<file path="config.mk">
export PLATFORM = sky130hd
export DESIGN_NAME = vga_scanout
export DESIGN_NICKNAME = d
export VERILOG_FILES = /design/src/rtl/vga_scanout.sv
export SDC_FILE = /design/constraint.sdc
export NUM_CORES = 1
export LEC_CHECK = 0
export CELL_PAD_IN_SITES_DETAIL_PLACEMENT = 2
export CELL_PAD_IN_SITES_GLOBAL_PLACEMENT = 2
export CORE_MARGIN = 1.5
export CORE_UTILIZATION = 37
export CTS_BUF_LIST = sky130_fd_sc_hd__clkbuf_4
export CTS_CLUSTER_SIZE = 20
export DETAILED_ROUTE_END_ITERATION = 12
export GPL_TIMING_DRIVEN = 0
export PLACE_DENSITY_LB_ADDON = 0.1
export SKIP_LAST_GASP = 1
export SLEW_MARGIN = 20
export SYNTH_ARGS = -nofsm -noshare
export SYNTH_HDL_FRONTEND = slang
export SYNTH_SLANG_ARGS = --single-unit
</file>
<file path="constraint.sdc">
create_clock -name clock -period 3.9 [get_ports clock]
set_clock_uncertainty 0.05 [all_clocks]
set_input_delay 0.585 -clock clock [delete_from_list [all_inputs] [get_ports clock]]
set_output_delay 0.585 -clock clock [all_outputs]
set_load 0.02 [all_outputs]
</file>
<file path="src/rtl/vga_scanout.sv">
// 640x480@60 VGA scan-out of a 160x120, 3-bit framebuffer with 4x4 pixel replication.
// Define VGA_TEST_PATTERN_EN to replace framebuffer colour with eight 20-pixel-wide bars.
module vga_scanout #(
    parameter int H_VISIBLE = 640,
    parameter int H_FRONT   = 16,
    parameter int H_SYNC    = 96,
    parameter int H_BACK    = 48,
    parameter int V_VISIBLE = 480,
    parameter int V_FRONT   = 10,
    parameter int V_SYNC    = 2,
    parameter int V_BACK    = 33
) (
    input  logic        clock,
    input  logic        resetn,
    output logic [14:0] fb_addr,
    input  logic [2:0]  fb_rdata,
    output logic [7:0]  VGA_R,
    output logic [7:0]  VGA_G,
    output logic [7:0]  VGA_B,
    output logic        VGA_HS,
    output logic        VGA_VS,
    output logic        VGA_BLANK_N,
    output logic        VGA_SYNC_N,
    output logic        VGA_CLK,
    output logic        frame_start
);
    localparam logic [9:0] H_LAST = 10'(H_VISIBLE + H_FRONT + H_SYNC + H_BACK - 1);
    localparam logic [9:0] V_LAST = 10'(V_VISIBLE + V_FRONT + V_SYNC + V_BACK - 1);
    localparam logic [9:0] H_VIS  = 10'(H_VISIBLE);
    localparam logic [9:0] V_VIS  = 10'(V_VISIBLE);
    localparam logic [9:0] HS_ON  = 10'(H_VISIBLE + H_FRONT);
    localparam logic [9:0] HS_OFF = 10'(H_VISIBLE + H_FRONT + H_SYNC);
    localparam logic [9:0] VS_ON  = 10'(V_VISIBLE + V_FRONT);
    localparam logic [9:0] VS_OFF = 10'(V_VISIBLE + V_FRONT + V_SYNC);

    logic        tog_q, tog_d;
    logic [9:0]  hcount_q, hcount_d, vcount_q, vcount_d;
    logic [14:0] fb_addr_q, fb_addr_d;
    logic        hs1_q, hs1_d, vs1_q, vs1_d, blank1_q, blank1_d;
    logic        hs2_q, hs2_d, vs2_q, vs2_d, blank2_q, blank2_d;
    logic [2:0]  rgb_q, rgb_d;
    logic        frame_start_q, frame_start_d;
    logic        pix_tick, visible;
    logic [7:0]  fx;
    logic [6:0]  fy;
    logic [2:0]  colour;

`ifdef VGA_TEST_PATTERN_EN
    logic [7:0] fx1_q, fx1_d;

    // Bar index is fx/20, built as a count of crossed thresholds.
    always_comb begin
        colour = 3'd0;
        for (int i = 1; i < 8; i++)
            if (fx1_q >= 8'(20 * i)) colour = colour + 3'd1;
    end
`else
    assign colour = fb_rdata;
`endif

    always_comb begin
        pix_tick      = tog_q;
        tog_d         = ~tog_q;
        fx            = hcount_q[9:2];
        fy            = vcount_q[8:2];
        visible       = (hcount_q < H_VIS) && (vcount_q < V_VIS);
        hcount_d      = hcount_q;
        vcount_d      = vcount_q;
        fb_addr_d     = fb_addr_q;
        hs1_d         = hs1_q;
        vs1_d         = vs1_q;
        blank1_d      = blank1_q;
        hs2_d         = hs2_q;
        vs2_d         = vs2_q;
        blank2_d      = blank2_q;
        rgb_d         = rgb_q;
        frame_start_d = 1'b0;
`ifdef VGA_TEST_PATTERN_EN
        fx1_d         = fx1_q;
`endif
        if (pix_tick) begin
            if (hcount_q == H_LAST) begin
                hcount_d = 10'd0;
                vcount_d = (vcount_q == V_LAST) ? 10'd0 : vcount_q + 10'd1;
            end else begin
                hcount_d = hcount_q + 10'd1;
            end
            frame_start_d = (hcount_q == H_LAST) && (vcount_q == V_LAST);
            // fy*160 + fx; outside the visible area the last address is held.
            if (visible)
                fb_addr_d = {1'b0, fy, 7'd0} + {3'd0, fy, 5'd0} + {7'd0, fx};
            hs1_d    = !((hcount_q >= HS_ON) && (hcount_q < HS_OFF));
            vs1_d    = !((vcount_q >= VS_ON) && (vcount_q < VS_OFF));
            blank1_d = visible;
`ifdef VGA_TEST_PATTERN_EN
            fx1_d    = fx;
`endif
            // Memory data for the stage-1 address has had two clocks to settle.
            hs2_d    = hs1_q;
            vs2_d    = vs1_q;
            blank2_d = blank1_q;
            rgb_d    = blank1_q ? colour : 3'd0;
        end
    end

    always_ff @(posedge clock or negedge resetn) begin
        if (!resetn) begin
            tog_q         <= 1'b0;
            hcount_q      <= 10'd0;
            vcount_q      <= 10'd0;
            fb_addr_q     <= 15'd0;
            hs1_q         <= 1'b1;
            vs1_q         <= 1'b1;
            blank1_q      <= 1'b0;
            hs2_q         <= 1'b1;
            vs2_q         <= 1'b1;
            blank2_q      <= 1'b0;
            rgb_q         <= 3'd0;
            frame_start_q <= 1'b0;
`ifdef VGA_TEST_PATTERN_EN
            fx1_q         <= 8'd0;
`endif
        end else begin
            tog_q         <= tog_d;
            hcount_q      <= hcount_d;
            vcount_q      <= vcount_d;
            fb_addr_q     <= fb_addr_d;
            hs1_q         <= hs1_d;
            vs1_q         <= vs1_d;
            blank1_q      <= blank1_d;
            hs2_q         <= hs2_d;
            vs2_q         <= vs2_d;
            blank2_q      <= blank2_d;
            rgb_q         <= rgb_d;
            frame_start_q <= frame_start_d;
`ifdef VGA_TEST_PATTERN_EN
            fx1_q         <= fx1_d;
`endif
        end
    end

    assign fb_addr     = fb_addr_q;
    assign VGA_R       = {8{rgb_q[2]}};
    assign VGA_G       = {8{rgb_q[1]}};
    assign VGA_B       = {8{rgb_q[0]}};
    assign VGA_HS      = hs2_q;
    assign VGA_VS      = vs2_q;
    assign VGA_BLANK_N = blank2_q;
    assign VGA_SYNC_N  = 1'b0;
    assign VGA_CLK     = tog_q;
    assign frame_start = frame_start_q;
endmodule

</file>
==> metrics.md <==
| Metric | Value |
|---|---|
| Final antenna-violating net count | 0 |
| Worst path bufs/invs | 2 |
| CTS sink count | 46 |
| Critical Path Fanout Max | 8 |
| Crit-path max cell delay | roughly 530 ps |
| DIE WIDTH | 86.8 um |
| RSZ-0062 raised after global routing | false |
| Most frequent cells in the layout | 47 x clkdlybuf4s50_1, 42 x dfrtp_1, 22 x buf_4 |
| Syn_nets | between 200 and 300 |
| Antenna diode count | 0 |
| Crit path max-delay cell type | dfrtp_1 |
| Placed cell count | just under 400 |
| Iter 0 DRT Violations | 50 |
| Status | finished, final reports clean |
| Share of cells above drive strength 1 | 17.9% |
| Mapped Avg Cell Area | ~10 um2 |
| WL per Instance | between 15 and 20 um |
| Clock period minus worst slack | around 2800 ps |
| Ys flop type | dfrtp_1 |
| Worst path cell trace | inv_1 -> fa_1 -> inv_1 -> fa_1 -> a211oi_1 -> o21ai_0 -> and3_1 -> o31ai_1 |
| Nets@finish | around 330 |
| Max-slew violations | 0 |
| Final instance area | roughly 3300 um2 |
| Slew headroom | between 60% and 70% |
| Core Util, Final | between 40 and 50% |
| Port-buffer cells | 48 |
| Final setup viols | 0 |
| Initial Util | between 30% and 40% |
| Syn Std Cell Area | about 2600 um2 |
| CTS resizes | 0 |
| Max-cap check violation count | 0 |
| CP arrival | between 3000 and 4000 ps |
| Cell Pwr Density | roughly 250 nW/um2 |
| FMAX | roughly 360 MHz |
| Average vias per placed instance | ~5 |
| Path type of the worst setup path | flip-flop to flip-flop |
| Post-CTS Hold Fix Bufs | 0 |
| CORE AREA | approximately 6800 um2 |
| Die area | ~7500 um2 |
| GP Congestion | approximately 0.74 |
| Reg clk slew, reported paths | 170 ps |
| Row count | 30 |
| Post-synth ARST share | between 90% and 100% |
| DP HPWL | about 4800 um |
| Num ports | 50 |
| Final hold vios | 0 |
| Top Metal Used | met4 |
| Setup Buffers After CTS | 0 |
| Leakage | 1.51 nW |
| EDFF count, synth | 0 |
| Commonest non-fill, non-tap cell in the layout | clkdlybuf4s50_1 |
| Gate Count Post-Synth | about 250 |
| Cts bufs inserted | 5 |
| Post-synthesis sequential area ratio | between 40 and 50% |
| Max clock buf depth | 2 |
| Drt first pass iters | 3 |
| Largest net degree at the start of global routing | 25 |
| Initial antenna violation count | 0 |
| Area after DPL | about 3200 um2 |
| Hold Crit Class | input pin to asynchronous set/reset pin |
| Setup TNS | 0 ps |
| GRT Resource Usage Total | between 10% and 20% |
| Worst setup EP type | flip-flop |
| First-pass GRT wire length | ~11,000 um |
| Worst-Skew Late Latency | ~400 ps |
| Synthesized flop and latch total | 46 |
| CTS tree | done |
| CTS Root Buffer Type | clkbuf_4 |
| Period utilisation layout | 71.5% |
| Least-Margin Pin Slew | 592 ps |
| Met3 wire length | 192 um |
| CP Launch Type | flip-flop |
| WL met2 | 3230 um |
| Yosys cell types | 47 |
| Die Y | slightly below 90 um |
| VDD IR max | around 0.14 mV |
| Delay-heaviest family, CP | adder cells |
| Synthesis Warnings | 0 |
| DRC viols | 0 |
| Detailed Route WL | approximately 6200 um |
| Global route total overflow | 0 |
| CP required | around 4200 ps |
| Clock H-tree levels | 2 |
| Syn-to-layout area delta | 26.4% |
| Vias in the first global route | ~2,100 |
| M1 WL | approximately 2700 um |
| Non-filler cells, final | just over 400 |
| Total number of vias | 2,022 |
==> flip-flops by register name (all words and copies together), names as in the netlist <==
signal	flops
hs1_q	1
rgb_q	3
VGA_BLANK_N	1
VGA_VS	1
blank1_q	1
vs1_q	1
VGA_HS	1
frame_start	1
fb_addr	15
VGA_CLK	1
hcount_q	10
vcount_q	10
==> cell families after synthesis <==
family,Yosys count,share of synthesized area (%)
AOI/OAI and AO/OA,36,8.27
xor gates and xnor gates,16,5.39
adders and majority gates,19,9.72
buffers and inverters,44,9.62
DFF,46,44.4
muxes,14,5.96
other,1,0.144
and+or+nand+nor,75,16.5
==> path summary, 6_finish.rpt <==
kind	start	end	slack [ps]	depth (start not counted)
min	resetn	hcount_q[9]	120	1
min reg2reg	fb_addr[12]	fb_addr[12]	450	2
max	vcount_q[2]	fb_addr[12]	1110	8
max reg2reg	vcount_q[2]	fb_addr[12]	1110	8
max in group asynchronous	resetn	vs1_q	3090	2
min in group clock	fb_addr[12]	fb_addr[12]	450	2
==> stage by stage <==
step | setup slack, ps | power (mW) | hold WS, ps
floorplan | 1440 | 0.527 | 239
global placement | 825 | 0.566 | 410
detailed placement | 1100 | 0.571 | 423
CTS | 1060 | 0.842 | 116
global route | 828 | 0.858 | 162
finish | 1110 | 0.824 | 123
==> cell type report <==
cell class	instances	area (um2)
Buffer	29	194
Sequential cell	46	1160
Tap cell	96	120
Clock inverter	3	26.3
Timing Repair Buffer	49	503
Clock buffer	5	37.5
Inverter	15	56.3
Fill cell	723	3510
Multi-Input combinational cell	161	1190
==> cells in the mapped netlist (8+ instances only) <==
master | instances | area share (%)
buf_4 | 22 | 6.3
dfrtp_1 | 42 | 40
ha_1 | 17 | 8.2
inv_1 | 15 | 2.2
mux2_2 | 12 | 5.2
nand2_1 | 15 | 2.2
nand3_1 | 13 | 2.5
nand4_1 | 8 | 1.9
nor2_1 | 12 | 1.7
o21ai_0 | 15 | 2.9
xnor2_1 | 10 | 3.4
==> routing by layer <==
layer,vias to the layer above,GRT usage (%)
li1,962,-
met1,1020,22.4
met2,34,31.6
met3,6,3.14
met4,0,6.16
met5,-,0
==> where the power goes <==
group	switching, mW	internal (mW)
Combinational	0.0363	0.0410
Sequential	0.00368	0.479
Clock	0.186	0.0777
Note: power is estimated with default switching activity, not from simulation.
